--- src/rtl/spi_raspberry_pkg.sv ---
// Shared constants, frame state encoding and bit-order helper for the Raspberry Pi SPI slave.
// Define SPI_MSB_FIRST_EN to switch frame bit order to MSB-first.
package spi_raspberry_pkg;

    localparam int FRAME_BITS = 512;
    localparam int BITCNT_W   = 10;

    localparam logic [8:0] CMD_ENABLE = 9'd0;
    localparam logic [8:0] CMD_READ   = 9'd1;
    localparam logic [8:0] CMD_WRITE  = 9'd2;

    localparam logic CS_IDLE   = 1'b1;
    localparam logic SCLK_IDLE = 1'b0;
    localparam logic MOSI_IDLE = 1'b0;

    typedef enum logic [1:0] {
        ST_ARM,
        ST_IDLE,
        ST_ACTIVE
    } frame_state_t;

    // Maps the n-th bit on the wire to its position in the 512-bit words.
    function automatic logic [8:0] frame_index(input logic [8:0] n);
`ifdef SPI_MSB_FIRST_EN
        return ~n;
`else
        return n;
`endif
    endfunction

endpackage

--- src/rtl/spi_input_filter.sv ---
// Two-flop synchronizer followed by a glitch filter: the output only follows the
// input after SPI_FILTER consecutive clk samples that disagree with it.
module spi_input_filter #(
    parameter int   SPI_FILTER = 2,
    parameter logic IDLE_VAL   = 1'b0
) (
    input  logic clk,
    input  logic reset,
    input  logic pin,
    output logic filtered
);

    logic [1:0] sync;
    logic [3:0] run_cnt;

    always_ff @(posedge clk) begin
        if (reset) begin
            sync     <= {2{IDLE_VAL}};
            filtered <= IDLE_VAL;
            run_cnt  <= '0;
        end else begin
            sync <= {sync[0], pin};
            if (sync[1] == filtered) begin
                run_cnt <= '0;
            end else if (run_cnt == 4'(SPI_FILTER - 1)) begin
                filtered <= sync[1];
                run_cnt  <= '0;
            end else begin
                run_cnt <= run_cnt + 4'd1;
            end
        end
    end

endmodule

--- src/rtl/spi_raspberry_slave.sv ---
// SPI mode-0 slave for the Raspberry Pi host: 512-bit full-duplex frames with a
// command byte that raises read/write strobes at frame end. Macro: SPI_MSB_FIRST_EN.
module spi_raspberry_slave
    import spi_raspberry_pkg::*;
#(
    parameter int SPI_FILTER = 2
) (
    input  logic                  clk,
    input  logic                  reset,
    input  logic                  spi_cs,
    input  logic                  spi_clk,
    input  logic                  spi_mosi,
    input  logic [FRAME_BITS-1:0] data_tx,
    output logic                  spi_miso_tri,
    output logic                  spi_miso,
    output logic [FRAME_BITS-1:0] data_rx,
    output logic                  spi_read,
    output logic                  spi_write
);

    logic cs_f, sclk_f, mosi_f;
    logic cs_q, sclk_q;
    logic cs_fall, cs_rise, sclk_rise, sclk_fall;
    logic frame_start, frame_end, arm_done;
    logic [3:0] arm_cnt;
    logic [BITCNT_W-1:0] bitcnt;
    logic [FRAME_BITS-1:0] tx_word, rx_shift;
    frame_state_t state, state_next;

    spi_input_filter #(.SPI_FILTER(SPI_FILTER), .IDLE_VAL(CS_IDLE)) u_cs_filter (
        .clk(clk), .reset(reset), .pin(spi_cs), .filtered(cs_f)
    );
    spi_input_filter #(.SPI_FILTER(SPI_FILTER), .IDLE_VAL(SCLK_IDLE)) u_sclk_filter (
        .clk(clk), .reset(reset), .pin(spi_clk), .filtered(sclk_f)
    );
    spi_input_filter #(.SPI_FILTER(SPI_FILTER), .IDLE_VAL(MOSI_IDLE)) u_mosi_filter (
        .clk(clk), .reset(reset), .pin(spi_mosi), .filtered(mosi_f)
    );

    always_ff @(posedge clk) begin
        if (reset) begin
            cs_q   <= CS_IDLE;
            sclk_q <= SCLK_IDLE;
        end else begin
            cs_q   <= cs_f;
            sclk_q <= sclk_f;
        end
    end

    assign cs_fall   = cs_q & ~cs_f;
    assign cs_rise   = ~cs_q & cs_f;
    assign sclk_rise = ~sclk_q & sclk_f;
    assign sclk_fall = sclk_q & ~sclk_f;

    // After reset the filters are preset to idle, so a cs already held low would
    // look like a fresh falling edge once the pipeline flushes; ST_ARM waits out
    // that flush and then insists on seeing cs high before a frame may start.
    assign arm_done = (arm_cnt == 4'(SPI_FILTER + 3));

    always_ff @(posedge clk) begin
        if (reset) begin
            state   <= ST_ARM;
            arm_cnt <= '0;
        end else begin
            state <= state_next;
            if (!arm_done) begin
                arm_cnt <= arm_cnt + 4'd1;
            end
        end
    end

    always_comb begin
        state_next  = state;
        frame_start = 1'b0;
        frame_end   = 1'b0;
        case (state)
            ST_ARM: begin
                if (arm_done && cs_f) begin
                    state_next = ST_IDLE;
                end
            end
            ST_IDLE: begin
                if (cs_fall) begin
                    frame_start = 1'b1;
                    state_next  = ST_ACTIVE;
                end
            end
            ST_ACTIVE: begin
                if (cs_rise) begin
                    frame_end  = 1'b1;
                    state_next = ST_IDLE;
                end
            end
            default: state_next = ST_ARM;
        endcase
    end

    // A bit counter value of 512 marks a full frame; further sclk edges are ignored.
    always_ff @(posedge clk) begin
        if (reset) begin
            tx_word      <= '0;
            rx_shift     <= '0;
            bitcnt       <= '0;
            data_rx      <= '0;
            spi_read     <= 1'b0;
            spi_write    <= 1'b0;
            spi_miso     <= 1'b0;
            spi_miso_tri <= 1'b1;
        end else begin
            spi_read  <= 1'b0;
            spi_write <= 1'b0;
            if (frame_start) begin
                tx_word      <= data_tx;
                rx_shift     <= '0;
                bitcnt       <= '0;
                spi_miso_tri <= 1'b0;
                spi_miso     <= data_tx[frame_index(9'd0)];
            end else if (frame_end) begin
                spi_miso_tri <= 1'b1;
                spi_miso     <= 1'b0;
                if (bitcnt >= BITCNT_W'(8)) begin
                    data_rx   <= rx_shift;
                    spi_read  <= rx_shift[frame_index(CMD_ENABLE)] & rx_shift[frame_index(CMD_READ)];
                    spi_write <= rx_shift[frame_index(CMD_ENABLE)] & rx_shift[frame_index(CMD_WRITE)];
                end
            end else if (state == ST_ACTIVE) begin
                if (sclk_rise && !bitcnt[9]) begin
                    rx_shift[frame_index(bitcnt[8:0])] <= mosi_f;
                    bitcnt <= bitcnt + BITCNT_W'(1);
                end
                if (sclk_fall) begin
                    spi_miso <= bitcnt[9] ? 1'b0 : tx_word[frame_index(bitcnt[8:0])];
                end
            end
        end
    end

endmodule

--- config.mk ---
export PLATFORM = sky130hd
export DESIGN_NAME = spi_raspberry_slave
export DESIGN_NICKNAME = d
export VERILOG_FILES = /design/src/rtl/spi_raspberry_pkg.sv /design/src/rtl/spi_input_filter.sv /design/src/rtl/spi_raspberry_slave.sv
export SDC_FILE = /design/constraint.sdc
export NUM_CORES = 2
export LEC_CHECK = 0
export CAP_MARGIN = 0
export CORE_MARGIN = 4
export CORE_UTILIZATION = 30
export DETAILED_ROUTE_END_ITERATION = 10
export GPL_TIMING_DRIVEN = 0
export SLEW_MARGIN = 20
export SYNTH_ARGS = -nofsm -noshare
export SYNTH_HDL_FRONTEND = slang
export SYNTH_SLANG_ARGS = --single-unit
--- constraint.sdc ---
create_clock -name clk -period 2.6 [get_ports clk]
set_input_delay 0.26 -clock clk [delete_from_list [all_inputs] [get_ports clk]]
set_output_delay 0.26 -clock clk [all_outputs]
set_load 0.02 [all_outputs]
=== Word-level counts from Yosys, hierarchy flattened ===
Cells that the tools add are included.

* Register bits: 1,579
* Latch bits: 0
* RAM bits: 0
* Bits in read-only memories: 0
* Bits of input ports: 517
* Logic and storage cells: 97
* Memories kept: 0

* Add/subtract/negate cells: 5
* $mul: 0
* Divide/modulo/power cells: 0
* Magnitude comparators: 3
* Equal/unequal tests: 12
* Shift-type cells: 0
* Muxes and demuxes: 20
* Bitwise gates (word level): 16
* Reduce and logical (&&, ||, !) cells: 20

{| class="wikitable"
|+ Operators with widths
! cell !! number
|-
| bitwise mux 512 bit || 1
|-
| adder 4 x 1 -> 4 bit, second input constant || 4
|-
| two-way mux 1 bit || 13
|-
| equality test 4 x 1 -> 1 bit, second input constant || 3
|-
| adder 10 x 1 -> 10 bit, second input constant || 1
|-
| greater-or-equal comparator 10 x 4 -> 1 bit, second input constant || 1
|-
| < comparator 9 x 10 -> 1 bit, second input constant || 1
|-
| inverter 1 bit || 10
|-
| binary-select mux 1 bit (select 9 bit) || 1
|-
| demux 1 bit (select 9 bit) || 1
|-
| greater-or-equal comparator 9 x 1 -> 1 bit, second input constant || 1
|-
| AND reduction 3 bit || 3
|-
| OR reduction 3 bit || 3
|-
| AND reduction 2 bit || 4
|-
| bitwise AND 1 bit || 6
|-
| two-way mux 2 bit || 3
|-
| inequality test 2 bit, second input constant || 3
|-
| case mux 2 bit (3 select lines) || 1
|-
| nonzero test 3 bit || 2
|-
| equality test 4 x 3 -> 1 bit, second input constant || 1
|-
| OR reduction 4 bit || 1
|-
| equality test 1 bit || 3
|-
| logical AND 1 bit || 3
|-
| equality test 2 x 1 -> 1 bit, second input constant || 1
|-
| 5 further kinds || 5
|}

=== Logic depth before layout (Yosys ltp) ===
* Word-level depth: 7
* Gate-level depth with buffers: 12
* Mapped depth without buffers: 8

=== Hierarchy ===
From an unflattened synthesis, not the netlist that was laid out.

* Cells, all modules: 7,444
* Area, all modules: 60,488.0 um^2

{| class="wikitable"
|+ By module, submodules not included
! module !! times used !! cells each !! area an instance (um^2) !! seq. area each (um^2)
|-
| spi_raspberry_slave || 1 || 7,371 || 59,707.3 || 31,189.9
|-
| spi_input_filter (u_mosi_filter ...) || 2 || 24 || 260.2 || 140.1
|-
| spi_input_filter (u_cs_filter) || 1 || 25 || 260.2 || 140.1
|}

=== Worst setup path before layout ===
Ideal clock, no wire load.

* Kind: reg-to-reg
* Start: reg bitcnt[1]
* End: reg spi_miso
* Data arrival time: 2.205 ns
* Required time: 2.471 ns
* Setup slack: 0.266 ns
* Stages on the path, launching flop included: 12
* Path buffers: 4
* Period minus slack after synthesis: 2.334 ns
* Path through: dfxtp_1 > buf_6 > buf_6 > buf_6 > buf_2 > mux4_2 > a22oi_1 > nor2_1 > a221oi_2 > nand4_1 > nor4_2 > a31oi_1

* Word-level cells in the longest chain between the ends: 7

{| class="wikitable"
|+ RTL lines
! what !! line !! RTL
|-
| start, declared || spi_raspberry_slave.sv:26 || <nowiki>logic [BITCNT_W-1:0] bitcnt;</nowiki>
|-
| start signal, assigned || spi_raspberry_slave.sv:129 || <nowiki>bitcnt <= bitcnt + BITCNT_W'(1);</nowiki>
|-
| binary-select mux 1 bit (select 9 bit) || spi_raspberry_slave.sv:132 || <nowiki>spi_miso <= bitcnt[9] ? 1'b0 : tx_word[frame_index(bitcnt[8:0])];</nowiki>
|-
| two-way mux 1 bit (not written as such) || spi_raspberry_slave.sv:132 ||
|-
| two-way mux 1 bit || spi_raspberry_slave.sv:132 ||
|-
| two-way mux 1 bit || spi_raspberry_slave.sv:131 || <nowiki>if (sclk_fall) begin</nowiki>
|-
| two-way mux 1 bit || spi_raspberry_slave.sv:126 || <nowiki>end else if (state == ST_ACTIVE) begin</nowiki>
|-
| two-way mux 1 bit || spi_raspberry_slave.sv:118 || <nowiki>end else if (frame_end) begin</nowiki>
|-
| two-way mux 1 bit || spi_raspberry_slave.sv:112 || <nowiki>if (frame_start) begin</nowiki>
|-
| end signal, assigned || spi_raspberry_slave.sv:117 || <nowiki>spi_miso <= data_tx[frame_index(9'd0)];</nowiki>
|-
| end signal, assigned || spi_raspberry_slave.sv:132 ||
|-
| end, declared || spi_raspberry_slave.sv:15 || <nowiki>output logic spi_miso,</nowiki>
|}

No other way between the ends. The select of a mux whose other input is x is not followed.
A chain may end at the register's enable or synchronous reset.

=== Worst setup path after layout ===
* Start: reg bitcnt[6]
* End: reg spi_miso

The elaborated chain is that of the path after synthesis.

==> results.yml <==
logic_synthesis:
  yosys.area.top_type: "dfxtp_1"
  ys_seq_area_share_pct: 52.2
  synth_edf_count: 0
  synth.area.top_cells: "dfxtp_1 52%, nand2_1 13%, a21oi_1 13%"
  synth_cells: 7471
  synth_seq_cells: 1579
  synth_area_per_cell_um2: 8.11
  synthDistinctLibCells: 67
  async_reset_ff_share_pct: 0
  syn_nets: 8000
  yosysWarnings: 0
  yosys-top-cells-count: "2108 x nand2_1, 1579 x dfxtp_1, 1561 x a21oi_1"
  synth_top_flop_cell: "dfxtp_1"
  synth.top_cell.area_share_pct: 52.2
  yosysMostFrequentCell: "nand2_1"
  synthesis.area_um2: 60600
routing:
  drt-pass1-iter-count: 7
  finalWirelength_um: 322000
  drcViolationCount: 0
  vias: 63426
  vias_per_cell: 5.31
  final_antenna_net_count: 0
  avgRoutedWirePerCell_um: 26.9
  drtIter0Drc: 6739
critical_path:
  worstPathArrival_ns: 3.61
  cp-end-kind: "flip-flop"
  r2r_cells: 9
  r2r-end: "spi_miso$_SDFFE_PP0P_"
  worstReg2RegStart: "bitcnt[6]$_SDFFE_PP0P_"
  start_kind: "flip-flop"
  path_cells: "buf_2, or3_1, clkbuf_1, nor2_2, a22oi_1, a21o_1, a21oi_1, nor4_2, a31oi_2"
  cp_max_fo: 10
  cp-endpoint: "spi_miso$_SDFFE_PP0P_"
  critPathKind: "reg -> reg"
  crit_family: "simple AND/OR/NAND/NOR gates"
  crit_path_start: "bitcnt[6]$_SDFFE_PP0P_"
  ff2ff_setup_slack_ns: -0.26
  cp_slowest_stage_delay_ns: 0.58
  worst_path_max_delay_cell: "nor2_2"
  worst-path-buf-inv: 2
  critPathRequiredTime_ns: 3.36
  worstSetupPathDepth: 9
grt:
  grt_usage_pct: 29.3
  grt_pass1_wl_um: 442000
  grt_max_degree: 17
  antenna_found_initial: 33
  globalRouteOverflowTotal: 0
  grt_pass1_vias: 61183
run:
  cap_violations: 0
layout:
  syn2layout_area_growth_pct: 43.7
  fillCellCount: 19814
  drive_above_1_share_pct: 10.5
  finish.instance_area_um2: 87000
  final_nets: 9646
sta:
  slew_violations: 0
  skew_ns: 0.0366
  finalSetupViolations: 2
  rsz0062_at_grt: "yes"
  setup_ws_ns: -0.258
  worst_slew_pin_slew_ns: 1.25
  timing.final.crit_share_pct: 110
  hold_viol_final: 0
  fin_crit_ns: 2.86
  fmax_mhz: 350
  slew_headroom_pct: 16.4
placement:
  hpwl_um: 242000
  post_dp_cell_area_um2: 74500
  place_ws_ns: -2.24
  port_buffers: 1032
  gp_congestion: 0.939
floorplanning:
  start_util_pct: 30.2
  num_rows: 164
  pin_count: 1033
  die_y_um: 457
  dieArea_um2: 209000
  die_w_um: 457
  design.core.area_um2: 200000
pwr:
  leakage_nw: 28.0
  ir_drop_mv: 0.699
  power_density_nw_per_um2: 593
run_status:
  violations: "setup timing"
  status: "complete, but fails checks"
clock_tree:
  cts_root_buffer: "clkbuf_16"
  cts_num_sinks: 1579
  cts-buffers-inserted: 172
  tritoncts: "yes"
  cts.clk_slew.worst_paths_ns: 0.07
  insertion_delay_ns: 0.86
  cts_max_level: 4
  cts_buffer_depth: 3
min_path:
  hold_class: "in -> reg"
[sequential cells by signal (all words and copies together), names as in the netlist, 4 cells and up]
signal,flops
data_rx,512
rx_shift,512
bitcnt,10
tx_word,512
u_mosi_filter.run_cnt,4
u_cs_filter.run_cnt,4
u_sclk_filter.run_cnt,4
arm_cnt,4
[cell families after synthesis]
| kind of cell | share of synthesized area (%) |
|---|---|
| and+or+nand+nor | 19.2 |
| AOI/OAI and AO/OA | 18.3 |
| DFF | 52.2 |
| buffers and inverters | 4.87 |
| muxes | 4.87 |
| xor gates and xnor gates | 0.275 |
| adders and majority gates | 0.248 |
[routing by layer]
layer	global-route usage, %	up-vias	share of wire [%]
met5	0	-	0.017
met4	18.8	8	7.2
met3	6.06	802	8.0
met2	48.5	3388	47
met1	34.6	30488	38
li1	-	28740	-
[metrics by stage]
stage,total power [mW],util [%],cells,hold slack (ns),setup TNS [ns]
final,51.6,43.4,11939,0.0436,-0.260
after global routing,52.8,43.4,11928,0.0223,-0.294
after CTS,51.8,43.3,11903,0.00120,-0.752
after detailed placement,26.5,37.2,11169,0.404,-1639.66
after global placement,26.5,37.1,11159,0.407,-2374.11
after floorplan,25.2,-,7471,0.364,0
[layout by cell type (no fill, tap or decap), drive strengths merged, types with 28 or more instances in the layout]
master         count
nand2           2109
dfxtp           1579
a21oi           1561
clkdlybuf4s50   1032
clkbuf           721
nand3            551
o21ai            520
buf              351
dlygate4sd3      304
mux4             102
nor2              85
mux2i             60
clkinv            35
diode             29
a22oi             28
[area by class of cell]
cell class              count  area [um^2]  share of cell area, %
diodes                     29         72.6                 0.0834
plain buffers             676         4220                   4.85
clock buffers             252         5120                   5.88
clock inverters            59          673                  0.774
inverters                  10         56.3                 0.0647
multi-input cells        5196        26900                   30.9
flip-flops and latches   1579        31600                   36.3
well taps                2656         3320                   3.82
repair buffers           1481        15000                   17.3
repair inverters            1         8.76                 0.0101
[repair_timing]
item | 4_1_cts | 5_1_grt
setup buffers | 121 | 6
hold endpoints to repair | 304 | 0
pin swaps | 39 | 7
setup endpoints to repair | 1514 | 847
gates cloned | 7 | 2
hold buffers | 304 | 0
gates resized for setup | 546 | 120
[power by group]
| group | leakage [nW] | internal [mW] | total (mW) | switching, mW |
|---|---|---|---|---|
| combinational | 12.4 | 1.11 | 2.12 | 1.01 |
| sequential | 12.7 | 24.2 | 24.3 | 0.0276 |
| clock | 2.85 | 14.6 | 25.2 | 10.6 |
[worst min path at each step]
stage                                   startpoint                        endpoint  slack [ns]  cells past startpoint
floorplan                                   spi_cs  u_cs_filter.sync[0]$_SDFF_PP1_        0.36                      1
detailed placement  u_cs_filter.sync[0]$_SDFF_PP1_  u_cs_filter.sync[1]$_SDFF_PP1_        0.40                      1
CTS                                   data_tx[342]       tx_word[342]$_SDFFE_PP0P_       0.001                      3
finish                                data_tx[358]       tx_word[358]$_SDFFE_PP0P_        0.04                      3
global placement    u_cs_filter.sync[0]$_SDFF_PP1_  u_cs_filter.sync[1]$_SDFF_PP1_        0.41                      1
global route                           data_tx[65]        tx_word[65]$_SDFFE_PP0P_        0.02                      3
[worst min-delay path: cells and delay by family]
family | cells | cell delay [ns]
buffers and inverters | 1 | 0.45
and+or+nand+nor | 1 | 0.08
AOI/OAI and AO/OA | 1 | 0.05
(Power assumes the default switching activity.)
==> patch, RTL diff (same flow settings) <==
Add a define of `SPI_MSB_FIRST_EN`.
--- a/src/rtl/spi_raspberry_pkg.sv
+++ b/src/rtl/spi_raspberry_pkg.sv
@@ -1,5 +1,7 @@
 // Shared constants, frame state encoding and bit-order helper for the Raspberry Pi SPI slave.
 // Define SPI_MSB_FIRST_EN to switch frame bit order to MSB-first.
+`define SPI_MSB_FIRST_EN
+
 package spi_raspberry_pkg;
 
     localparam int FRAME_BITS = 512;
Check against the original RTL: not settled (the Yosys comparison gave no result); the edit may change what the design does.
==> patch against the unedited design <==
- the flow still finishes with violations (setup timing)
- final cell count down 0.63%
- setup slack worse by 0.29 ns
- cell area down 1.3%
- total power up 0.55%
- sequential cell count unchanged
- count of clock-buffer cells in the layout up 6
- critical path depth up 1
- routed wire length down 0.27%
- synthesized area down 0.25%
- die area down 0.25%
==> patch: results (changes against the unedited design) <==
failing checks=setup timing; drt first-iter violations=6644 (-1.4%); Post-synth top cells=nand2_1 (2130), dfxtp_1 (1579), a21oi_1 (1558); final std cells w/o fill=11860 (-0.63%); I/O Buffers=1032 (unchanged); gr usage total=0.2936 (+0.0005026); CTS clk-pin slew, worst paths=0.06 ns; Mapped Nets=8013 (+0.16%); Final #Nets=9567 (-0.82%); 1st-pass router iterations=7 (unchanged); GR Layer Usage met2=0.4812 (-0.004044); # fillers=19870 (+0.26%); Seq/Total Area, Yosys=0.5232 (+0.001319); layout cells sized above 1=0.09547 (-0.009461); DPL Wire Length=241500 microns (-0.27%); CP arrival=3.81 ns (+0.20 ns); Post-Synthesis Cells=7484 (+0.17%); DR WL/cell=27.04 microns (+0.36%); Setup-failing EPs final=224 (+222); vias in the first global route=61010 (-0.29%); delay of the slowest cell on the worst path=0.42 ns (-0.16 ns); Area contributors post-synth=dfxtp_1 (52%), nand2_1 (13%), a21oi_1 (13%), nand3_1 (4.5%), o21ai_0 (4.3%); first-pass GRT wire length=443000 microns (+0.18%); critical path peak fanout=10 (unchanged); Hold Crit Class=input pin to flip-flop; Lkg Pwr=27.57 nW (-1.4%); status=finished with violations; Largest delay share family, worst path=buffers and inverters; FFs w/ async S/R, synth=0 (unchanged); post-synth cell types=56 (-16%); clk_lat worst skew=0.84 ns (-0.02 ns); Top Registers=data_rx (512), rx_shift (512), tx_word (512); pre-CTS WS=-2.579 ns (-0.3383 ns); Routability Congestion=0.9505 (+1.2%); routed vias/inst=5.312 (about the same); peak supply drop=0.7133 mV (+2.1%); met1 Use GR=0.3469 (+0.001304); Register Area=31620 sq um (about the same); initial antenna violation count=55 (+67%); met3 Use GR=0.06981 (+0.009179); Num CTS Buffers=173 (+0.58%); clk_skew=0.03479 ns (-0.001858 ns); Crit-path slowest cell=inv_1; Slew @ Worst Pin=1.167 ns (-0.08741 ns); Placed Instances=11190 (+0.17%); Placed Instance Area=74420 sq um (-0.11%); Final WS setup=-0.5487 ns (-0.2911 ns)
==> patch: changes by cell type in the layout (fill, tap and decap cells not counted), sizes merged, moves of 9 or more <==
| cell | before | now |
|---|---|---|
| nor2b | 24 | 13 |
| mux2i | 60 | 69 |
| buf | 351 | 247 |
| clkbuf | 721 | 756 |
| and3 | 1 | 22 |
| nand2 | 2109 | 2130 |
| a211oi | 16 | 1 |
==> patch: worst register-to-register path, stage by stage, from the launching register on <==
cell	delay, ns
dfxtp_1	0.30
buf_4	0.21
inv_1	0.43
clkbuf_2	0.41
buf_16	0.22
mux2i_1	0.36
o21ai_0	0.13
a21oi_1	0.18
o22ai_1	0.15
o41ai_4	0.36
a41oi_2	0.23
==> patch: final cells by class <==
type / instances / share of cell area
Clock inverter: 55 / 0.009279
Tap cell: 2656 / 0.03869
Inverter: 10 / 0.0005098
Timing Repair Buffer: 1406 / 0.1650
Buffer: 670 / 0.04788
Antenna cell: 32 / 0.0009323
Sequential cell: 1579 / 0.3681
Multi-Input combinational cell: 5198 / 0.3106
Clock buffer: 258 / 0.05904
==> patch: cell families after synthesis <==
family	synth area share
compound gates	0.1824
xor+xnor	0.002755
fa+ha+maj	0.002485
buf+inv	0.04784
flops	0.5232
mux	0.04946
simple gates	0.1919
==> patch: per-stage QoR <==
| stage | hold slack, ns | TNS [ns] |
|---|---|---|
| finish | 0.04231 | -32.95 |
| global route | 0.02267 | -63.43 |
| CTS | 0.0004418 | -25.94 |
| detailed placement | 0.4025 | -1781.90 |
| global placement | 0.3977 | -3114.42 |
| floorplan | 0.3638 | 0 |
==> patch: path summary, 6_finish.rpt <==
check	start	to	cells after the start
max reg2reg	bitcnt[3]$_SDFFE_PP0P_	spi_miso$_SDFFE_PP0P_	10
min reg2reg	u_cs_filter.sync[0]$_SDFF_PP1_	u_cs_filter.sync[1]$_SDFF_PP1_	1
max	bitcnt[3]$_SDFFE_PP0P_	spi_miso$_SDFFE_PP0P_	10
min	data_tx[38]	tx_word[38]$_SDFFE_PP0P_	3
==> patch: power breakdown <==
part           total (mW)  internal, mW  switching, mW  leakage [nW]
Sequential           24.3          24.2         0.0286          12.7
Combinational        2.14          1.10           1.04          12.0
Clock                25.5          14.8           10.7          2.88
Total                51.9          40.1           11.8          27.6
==> patch: routing by layer <==
metal | share of wire | vias up
met2 | 0.46 | 3325
li1 | - | 28560
met4 | 0.072 | 10
met3 | 0.086 | 858
met5 | 0.00021 | -
met1 | 0.38 | 30280
==> patch: repair_timing <==
action / in CTS / in global routing
hold buffers: 298 / 0
hold endpoints to repair: 298 / 0
gates cloned: 1 / 0
buffers inserted: 56 / 3
setup endpoints to repair: 1509 / 1304
pin swaps: 23 / 11
gates resized for setup: 565 / 56
